<file path="src/rtl/shift_seq_pkg.sv">
// Shared constants for the shift command sequencer: FSM state codes and
// the {rotate,shift} operation encodings of the driven shift register.
package shift_seq_pkg;

    localparam logic [1:0] IDLE = 2'd0;
    localparam logic [1:0] LOAD = 2'd1;
    localparam logic [1:0] RUN  = 2'd2;
    localparam logic [1:0] DONE = 2'd3;

    localparam logic [1:0] MODE_SHR = 2'b00;
    localparam logic [1:0] MODE_SHL = 2'b01;
    localparam logic [1:0] MODE_ROL = 2'b10;
    localparam logic [1:0] MODE_ROR = 2'b11;

endpackage

</file>
<file path="src/rtl/shift_seq_step.sv">
// One step of the universal shift register, bit-exact with the real register:
// zero-fill shifts and wrap-around rotates selected by {rotate,shift}.
module shift_seq_step
    import shift_seq_pkg::*;
#(
    parameter int WIDTH = 4
) (
    input  logic [WIDTH-1:0] q,
    input  logic [1:0]       mode,
    output logic [WIDTH-1:0] next_q
);

    always_comb begin
        next_q = q;
        case (mode)
            MODE_SHR: next_q = {1'b0, q[WIDTH-1:1]};
            MODE_SHL: next_q = {q[WIDTH-2:0], 1'b0};
            MODE_ROL: next_q = {q[WIDTH-2:0], q[WIDTH-1]};
            MODE_ROR: next_q = {q[0], q[WIDTH-1:1]};
            default:  next_q = q;
        endcase
    end

endmodule

</file>
<file path="src/rtl/shift_cmd_sequencer.sv">
// Command sequencer driving a universal shift register. The register has no
// hold mode, so a shadow copy is reloaded on every non-operating cycle.
module shift_cmd_sequencer
    import shift_seq_pkg::*;
#(
    parameter int WIDTH = 4,
    parameter int CNT_W = 4
) (
    input  logic             i_clk,
    input  logic             i_rst,
    input  logic             i_cmd_valid,
    output logic             o_cmd_ready,
    input  logic             i_cmd_load,
    input  logic [1:0]       i_cmd_mode,
    input  logic [CNT_W-1:0] i_cmd_cnt,
    input  logic [WIDTH-1:0] i_cmd_data,
    output logic [WIDTH-1:0] o_load,
    output logic             o_en_load,
    output logic             o_rotate,
    output logic             o_shift,
    output logic             o_busy,
    output logic             o_done,
    output logic [WIDTH-1:0] o_shadow
);

    logic [1:0]       state;
    logic [WIDTH-1:0] shadow;
    logic [WIDTH-1:0] shadow_step;
    logic [CNT_W-1:0] remaining;
    logic [WIDTH-1:0] cap_data;
    logic [1:0]       cap_mode;

    shift_seq_step #(
        .WIDTH(WIDTH)
    ) u_step (
        .q      (shadow),
        .mode   (cap_mode),
        .next_q (shadow_step)
    );

    always_ff @(posedge i_clk or negedge i_rst) begin
        if (!i_rst) begin
            state     <= IDLE;
            shadow    <= '0;
            remaining <= '0;
            cap_data  <= '0;
            cap_mode  <= '0;
        end else begin
            case (state)
                IDLE: begin
                    if (i_cmd_valid) begin
                        if (i_cmd_load) begin
                            cap_data <= i_cmd_data;
                            state    <= LOAD;
                        end else begin
                            cap_mode <= i_cmd_mode;
                            if (i_cmd_cnt == '0) begin
                                state <= DONE;
                            end else begin
                                remaining <= i_cmd_cnt;
                                state     <= RUN;
                            end
                        end
                    end
                end
                LOAD: begin
                    shadow <= cap_data;
                    state  <= DONE;
                end
                RUN: begin
                    // Shadow tracks the register, which steps on this same edge.
                    shadow    <= shadow_step;
                    remaining <= remaining - 1'b1;
                    if (remaining == {{(CNT_W-1){1'b0}}, 1'b1}) begin
                        state <= DONE;
                    end
                end
                DONE: begin
                    state <= IDLE;
                end
                default: begin
                    state <= IDLE;
                end
            endcase
        end
    end

    always_comb begin
        o_cmd_ready = (state == IDLE);
        o_busy      = (state != IDLE);
        o_done      = (state == DONE);
        o_en_load   = (state != RUN);
        o_load      = (state == LOAD) ? cap_data : shadow;
        o_rotate    = 1'b0;
        o_shift     = 1'b0;
        if (state == RUN) begin
            o_rotate = cap_mode[1];
            o_shift  = cap_mode[0];
        end
        o_shadow    = shadow;
    end

endmodule

</file>
<file path="config.mk">
export PLATFORM = sky130hd
export DESIGN_NAME = shift_cmd_sequencer
export DESIGN_NICKNAME = d
export VERILOG_FILES = /design/src/rtl/shift_seq_pkg.sv /design/src/rtl/shift_seq_step.sv /design/src/rtl/shift_cmd_sequencer.sv
export SDC_FILE = /design/constraint.sdc
export NUM_CORES = 1
export LEC_CHECK = 0
export ABC_CLOCK_PERIOD_IN_PS = 2280
export CORE_ASPECT_RATIO = 1.4
export CORE_MARGIN = 8
export CORE_UTILIZATION = 35
export DETAILED_ROUTE_END_ITERATION = 8
export GPL_TIMING_DRIVEN = 0
export PLACE_DENSITY = 0.66
export SETUP_SLACK_MARGIN = 0.2
export SLEW_MARGIN = 20
export SYNTH_ARGS = -nofsm -noshare
export SYNTH_HDL_FRONTEND = slang
export SYNTH_SLANG_ARGS = --single-unit
export TNS_END_PERCENT = 50
</file>
<file path="constraint.sdc">
create_clock -name i_clk -period 2.28 [get_ports i_clk]
set_clock_uncertainty 0.05 [all_clocks]
set_input_delay 0.228 -clock i_clk [delete_from_list [all_inputs] [get_ports i_clk]]
set_output_delay 0.228 -clock i_clk [all_outputs]
set_load 0.03 [all_outputs]
</file>
==> results of run 1 <==
final timing paths:
kind                                              start                  endpoint
worst max-delay path               state[0]$_DFFE_PN0P_                    o_busy
worst min-delay path                              i_rst   o_shadow[0]$_DFFE_PN0P_
worst max register to register     state[0]$_DFFE_PN0P_  remaining[3]$_DFFE_PN0P_
worst min register to register  cap_data[0]$_DFFE_PN0P_   cap_data[0]$_DFFE_PN0P_
max in group asynchronous                         i_rst   cap_data[0]$_DFFE_PN0P_
min in group i_clk              cap_data[0]$_DFFE_PN0P_   cap_data[0]$_DFFE_PN0P_
cells in the final DEF, fill, tap and decap left out, types with 2 or more instances in the layout:
| master | n |
|---|---|
| sky130_fd_sc_hd__nand2_1 | 8 |
| sky130_fd_sc_hd__dfrtp_1 | 16 |
| sky130_fd_sc_hd__nand3b_1 | 2 |
| sky130_fd_sc_hd__nor2_1 | 7 |
| sky130_fd_sc_hd__inv_1 | 8 |
| sky130_fd_sc_hd__o21ai_0 | 3 |
| sky130_fd_sc_hd__buf_2 | 2 |
| sky130_fd_sc_hd__nor3_1 | 4 |
| sky130_fd_sc_hd__nand3_1 | 3 |
| sky130_fd_sc_hd__and2_1 | 2 |
| sky130_fd_sc_hd__ha_1 | 6 |
| sky130_fd_sc_hd__dlygate4sd2_1 | 2 |
| sky130_fd_sc_hd__mux2i_1 | 3 |
| sky130_fd_sc_hd__a22oi_1 | 2 |
| sky130_fd_sc_hd__a21oi_1 | 3 |
| sky130_fd_sc_hd__clkdlybuf4s50_1 | 20 |
| sky130_fd_sc_hd__clkbuf_8 | 3 |
| sky130_fd_sc_hd__a211oi_1 | 2 |
| sky130_fd_sc_hd__dlymetal6s2s_1 | 3 |
| sky130_fd_sc_hd__a31oi_1 | 3 |
| sky130_fd_sc_hd__mux2_2 | 12 |
state kept, by name, indices dropped and copies added (netlist names):
register and flops:
cap_data 4, remaining 4, state 2, o_shadow 4, cap_mode 2
through the flow:
stage          TNS [ns]  area, sq um
4_1_cts               0         1400
3_3_place_gp    -0.0362         1360
5_1_grt               0         1400
2_1_floorplan         0         1040
6_report              0         1400
3_5_place_dp     -0.171         1360
layer usage:
layer / vias to the layer above / GRT usage (%)
met3: 2 / 3.04
li1: 429 / -
met1: 414 / 12.6
met5: - / 0
met4: 0 / 2.75
met2: 12 / 18.8
power by group through the flow:
| stage | clock network (W) | logic [W] | registers [W] |
|---|---|---|---|
| after floorplan | 0 | 0.000972 | 0.000637 |
| after global placement | 0 | 0.00146 | 0.000601 |
| after detailed placement | 0 | 0.00149 | 0.000608 |
| after CTS | 0.000212 | 0.00148 | 0.000605 |
| after global routing | 0.000228 | 0.00159 | 0.000633 |
| final | 0.000207 | 0.00145 | 0.000607 |
layout make-up:
class | count | area share [%]
Tap cell | 37 | 3.30
Multi-Input combinational cell | 75 | 42.2
Sequential cell | 16 | 28.5
Timing Repair Buffer | 27 | 19.3
Inverter | 8 | 2.14
Buffer | 4 | 1.52
Clock buffer | 3 | 2.94
kinds of logic after synthesis:
group,after synthesis
flip-flops,16
XOR/XNOR,2
buffers and inverters,12
AND/OR/NAND/NOR,33
adder cells (fa/ha/maj),6
AO/OA/AOI/OAI,19
multiplexers,15
timing repair:
action                                  in CTS  in global routing
gates resized for setup                      8                  6
hold buffers                                 0                  0
endpoints found under the setup margin       9                  9
endpoints found under the hold margin        0                  0
==> flow_metrics.tcl, run 1 <==
set metrics [dict create \
    initialDrtViolationCount 13 \
    drt-wirelength-per-cell_um 14.6 \
    firstDrtPassIters 4 \
    synth_simple_gate_area_share_pct 18.9 \
    grt_start_max_net_pins 17 \
    synthArstFlopShare_pct 100 \
    crit_path_max_fanout 7 \
    synth_enable_flop_cells 0 \
    placement.io_buffers 27 \
    report.final.slew_viol_count 0 \
    core_region_area_sq_um 2850 \
    comb_power_share_pct 64.1 \
    antenna_found_initial 0 \
    power_switching_share_pct 46.6 \
    total_global_routing_track_utilization_pct 10.9 \
    total_power_w 0.00226 \
    leading_register_cell_type_out_of_synthesis "sky130_fd_sc_hd__dfrtp_1" \
    holdCritPathClass "in -> async" \
    highest_layer "met4" \
    timing_worst_slew_pin_value_ns 0.754 \
    die_w_um 62.1 \
    viasPerCell 5.04 \
    drv_cap 0 \
    cts_num_sinks 16 \
    post_synth_inst_count 103 \
    met2_wirelength_um 1350 \
    synth_top_cell_by_area "sky130_fd_sc_hd__dfrtp_1" \
    synthesis.yosys.warnings 0 \
    yosysUniqueCellTypes 33 \
    worst_setup_hold_path_clk_slew_ns 0.06 \
    final_gp_congestion 0.808 \
    multiInputGateArea_sq_um 593 \
    synthesis.nets 123 \
    drc 0 \
    cell_internal_pwr_w 0.00121 \
    share_of_the_synthesized_area_in_compound_gates_ao_oa_aoi_oai_pct 13.3 \
    dpl_worst_slack_ns -0.0913 \
    number_of_standard_cell_rows_in_the_floorplan 23 \
    seqPwrFrac_pct 26.8 \
    vias 857 \
    peakVddDrop_uv 700 \
    avgSynthCellArea_sq_um 10.1 \
    first_pass_grt_wire_length_um 4200 \
    timing.final.hold_violations 0 \
    power_leakage_nw 0.634 \
    layout-drive-gt1-share_pct 20.3 \
    fillerInstances 261 \
    grt_pass1_vias 903 \
    critical-path-top-cell-by-count "sky130_fd_sc_hd__inv_1" \
    synthesis.area_sq_um 1040 \
    timing.final.crit_share_pct 92.8 \
    die_area_sq_um 5000 \
    reg2regPathDepth 7 \
    dp_hpwl_um 1970 \
    final.setup.worst_slack_ns 0.164 \
    synth_top_family_by_area "simple AND/OR/NAND/NOR gates" \
    clockBufferDepth 2 \
    slew-limit-headroom_pct 49.6 \
    netlist_top_cells_area "sky130_fd_sc_hd__dfrtp_1 (38%), sky130_fd_sc_hd__mux2_2 (13%), sky130_fd_sc_hd__ha_1 (7.2%), sky130_fd_sc_hd__mux2i_1 (2.9%), sky130_fd_sc_hd__inv_1 (2.9%)" \
    required_time_of_the_worst_setup_path_ns 2.00 \
    post-place-cells 167 \
    layout.area.seq_sq_um 400 \
    synth_most_common_cell "sky130_fd_sc_hd__dfrtp_1" \
    crit_path_top_delay_cell "sky130_fd_sc_hd__clkdlybuf4s50_1" \
    synth.mux.area_fraction_pct 15.9 \
    total_clock_buffers_created_by_cts 3 \
    layoutNonFillerInstCount 170 \
    worst_ep_arrival_time_ns 1.84 \
    status "complete, no violations" \
    ant_nets 0 \
    final-setup-viol-count 0 \
    p_per_area_nw_per_um2 1610 \
    seq_area_frac_synth_pct 38.5 \
    max_stage_delay_ns 0.68 \
    cp_num_buf_inv 3 \
    routed-wl-met3_um 93 \
    synth_top_area_share_pct 38.5 \
    m1WireLength_um 1020 \
    max_clock_freq_mhz 473 \
    ff2ff_setup_slack_ns 0.43 \
    cts_tree "built" \
    crit_cells 4 \
    postSynthRegisterBits 16 \
    grt_remaining_overflow 0 \
    routed_wl_um 2480 \
    area_delta_synth_final_pct 34.9 \
    net_switching_component_of_the_power_w 0.00105 \
    clockRootBuffer "sky130_fd_sc_hd__clkbuf_8" \
    rsz0062_at_grt "true" \
    critical-path-top-delay-family "buffers and inverters" \
    synth_commonest_cells "sky130_fd_sc_hd__dfrtp_1 (16), sky130_fd_sc_hd__mux2_2 (12), sky130_fd_sc_hd__inv_1 (8), sky130_fd_sc_hd__nand2_1 (8), sky130_fd_sc_hd__nor2_1 (7)" \
    synth_xor_xnor_area_share_pct 1.68 \
    final.min_clock_period_ns 2.12 \
    antenna-diode-count 0 \
    die_h_um 80.5 \
    start_util_pct 36.5 \
    timing.setup.critical_path_class "reg -> out" \
    clk-insertion-delay-late_ns 0.24 \
    crit_chain "inv_1, ha_1, inv_1, clkdlybuf4s50_1" \
    ios 28 \
    setup.worst_path.end_class "output port" \
    worst_setup_path_start_kind "flip-flop" \
    finish.net_count 155 \
    final_core_utilization_pct 49.3 \
    post_synth_fa_ha_maj_area_fraction_pct 7.21 \
    worst_hold_slack_ns 0.380 \
    clock_tree.htree_level_count 1 \
    pwr-share-clk_pct 9.1 \
    postCtsSetupBuffers 0 \
]
No activity file was read; power rests on OpenSTA's default activity.
==> run 2, diff against run 1 <==
- ABC_AREA: not set -> 1
==> flow_metrics.tcl, run 2 <==
set metrics [dict create \
    synthesis.yosys.warnings 0 \
    cts_tree "built" \
    start_util_pct 36.1 \
    crit_chain "inv_1, ha_1, inv_2, clkdlybuf4s50_1" \
    die_h_um 79.5 \
    synthArstFlopShare_pct 100 \
    vias 992 \
    drc 0 \
    peakVddDrop_uv 1260 \
    placement.io_buffers 27 \
    synthesis.area_sq_um 1010 \
    clock_tree.htree_level_count 1 \
    worst_setup_path_start_kind "flip-flop" \
    worst_setup_hold_path_clk_slew_ns 0.07 \
    final_common_cell "sky130_fd_sc_hd__nand2_1" \
    timing.setup.tns_ns 0 \
    clk-insertion-delay-late_ns 0.25 \
    post-place-cells 204 \
    dp_hpwl_um 2120 \
    top_library_cells_by_usage_in_the_layout_fill_and_taps_aside "sky130_fd_sc_hd__nand2_1 (45), sky130_fd_sc_hd__clkdlybuf4s50_1 (20), sky130_fd_sc_hd__inv_1 (16), sky130_fd_sc_hd__dfrtp_1 (16), sky130_fd_sc_hd__nor2_1 (14)" \
    post_synth_inst_count 140 \
    number_of_standard_cell_rows_in_the_floorplan 23 \
    leading_register_cell_type_out_of_synthesis "sky130_fd_sc_hd__dfrtp_1" \
    met2_wirelength_um 1310 \
    clockBufferDepth 2 \
    timing_worst_slew_pin_value_ns 0.728 \
    seq_area_frac_synth_pct 39.8 \
    firstDrtPassIters 4 \
    synth_enable_flop_cells 0 \
    timing.final.crit_share_pct 93.0 \
    yosysUniqueCellTypes 16 \
    postSynthRegisterBits 16 \
    final.min_clock_period_ns 2.12 \
    status "complete, no violations" \
    place_area_sq_um 1320 \
    max_clock_freq_mhz 472 \
    fillerInstances 293 \
    antenna-diode-count 0 \
    layout.area.seq_sq_um 400 \
    critical-path-top-delay-family "buffers and inverters" \
    ant_nets 0 \
    core_region_area_sq_um 2790 \
    ff2ff_setup_slack_ns 0.77 \
    first_pass_grt_wire_length_um 4620 \
    power_leakage_nw 0.726 \
    viasPerCell 4.77 \
    rsz0062_at_grt "true" \
    synth_commonest_cells "sky130_fd_sc_hd__nand2_1 (45), sky130_fd_sc_hd__dfrtp_1 (16), sky130_fd_sc_hd__inv_1 (16)" \
    finish.net_count 192 \
    timing.setup.critical_path_class "reg -> out" \
    synth_top_area_share_pct 39.8 \
    grt_start_max_net_pins 17 \
    final-setup-viol-count 0 \
    holdCritPathClass "in -> async" \
    layout-drive-gt1-share_pct 9.36 \
    netlist_top_cells_area "sky130_fd_sc_hd__dfrtp_1 (40%), sky130_fd_sc_hd__nand2_1 (17%), sky130_fd_sc_hd__ha_1 (7.5%), sky130_fd_sc_hd__nand3_1 (6.0%), sky130_fd_sc_hd__inv_1 (6.0%)" \
    highest_layer "met4" \
    synth_top_cell_by_area "sky130_fd_sc_hd__dfrtp_1" \
    required_time_of_the_worst_setup_path_ns 2.00 \
    setup.worst_path.end_class "output port" \
    initialDrtViolationCount 21 \
    ios 28 \
    synth_most_common_cell "sky130_fd_sc_hd__nand2_1" \
    cp_num_buf_inv 3 \
    layoutNonFillerInstCount 208 \
    routed_wl_um 2670 \
    final_gp_congestion 0.837 \
    clockRootBuffer "sky130_fd_sc_hd__clkbuf_8" \
    slew-limit-headroom_pct 51.3 \
    total_clock_buffers_created_by_cts 3 \
    antenna_found_initial 0 \
    final.setup.worst_slack_ns 0.160 \
    grt_remaining_overflow 0 \
    routed-wl-met3_um 121 \
    worst_hold_slack_ns 0.359 \
    drv_cap 0 \
    m1WireLength_um 1190 \
    crit_path_max_fanout 6 \
    synthesis.nets 160 \
    p_per_area_nw_per_um2 1680 \
    die_w_um 61.3 \
    timing.final.hold_violations 0 \
    drt-wirelength-per-cell_um 12.8 \
    worst_ep_arrival_time_ns 1.84 \
    total_global_routing_track_utilization_pct 12.2 \
    final_area_sq_um 1380 \
    area_delta_synth_final_pct 37.1 \
    max_stage_delay_ns 0.69 \
    report.final.slew_viol_count 0 \
    grt_pass1_vias 1038 \
    dpl_worst_slack_ns 0.268 \
    postCtsSetupBuffers 0 \
    crit_path_top_delay_cell "sky130_fd_sc_hd__clkdlybuf4s50_1" \
    multiInputGateArea_sq_um 531 \
    die_area_sq_um 4880 \
    avgSynthCellArea_sq_um 7.19 \
    cts_num_sinks 16 \
]
run 2: report_power, final:
| part | internal, W | total (W) | switching, W |
|---|---|---|---|
| logic | 0.000555 | 0.00149 | 0.000939 |
| registers | 0.000435 | 0.000575 | 0.000140 |
| clock network | 0.000153 | 0.000257 | 0.000103 |
| total | 0.00114 | 0.00233 | 0.00118 |
run 2: timing repair:
item                                    4_1_cts  5_1_grt
hold buffers                                  0        0
endpoints found under the hold margin         0        0
endpoints found under the setup margin        9        7
gates resized for setup                       4        3
run 2: logic make-up after synthesis:
| logic type | synth area share (%) |
|---|---|
| AOI/OAI and AO/OA | 9.81 |
| muxes | 4.47 |
| buffers and inverters | 7.58 |
| adders and majority gates | 7.45 |
| and+or+nand+nor | 30.9 |
| DFF | 39.8 |
run 2: path summary, 6_finish.rpt:
| path | from | end | cells after the start |
|---|---|---|---|
| worst min register to register | remaining[1]$_DFFE_PN0P_ | remaining[1]$_DFFE_PN0P_ | 2 |
| worst max-delay path | state[0]$_DFFE_PN0P_ | o_busy | 4 |
| worst min-delay path | i_rst | cap_data[3]$_DFFE_PN0P_ | 1 |
| worst max register to register | state[1]$_DFFE_PN0P_ | cap_data[3]$_DFFE_PN0P_ | 4 |
| min in group i_clk | remaining[1]$_DFFE_PN0P_ | remaining[1]$_DFFE_PN0P_ | 2 |
| max in group asynchronous | i_rst | state[1]$_DFFE_PN0P_ | 1 |
run 2: cell type report:
class | count | area share [%]
flip-flops and latches | 16 | 29.0
repair buffers | 27 | 19.7
plain buffers | 1 | 0.362
multi-input cells | 104 | 38.4
clock buffers | 4 | 3.99
well taps | 37 | 3.35
inverters | 19 | 5.16
run 2: worst register-to-register path, delay by kind of cell (launching register included):
family / cells / cell delay, ns
buf+inv: 1 / 0.11
fa+ha+maj: 1 / 0.31
mux: 1 / 0.32
flops: 1 / 0.41
simple gates: 1 / 0.22
run 2: metal layers:
layer	vias to the layer above	GRT usage, %
li1	502	-
met5	-	0
met2	24	20.1
met4	0	5.72
met1	462	14.5
met3	4	2.58
run 2: metrics by stage:
stage	utilization [%]	power (W)
3_3_place_gp	47.4	0.00207
5_1_grt	49.5	0.00252
6_report	49.5	0.00233
3_5_place_dp	47.4	0.00210
4_1_cts	49.2	0.00235
2_1_floorplan	-	0.00158
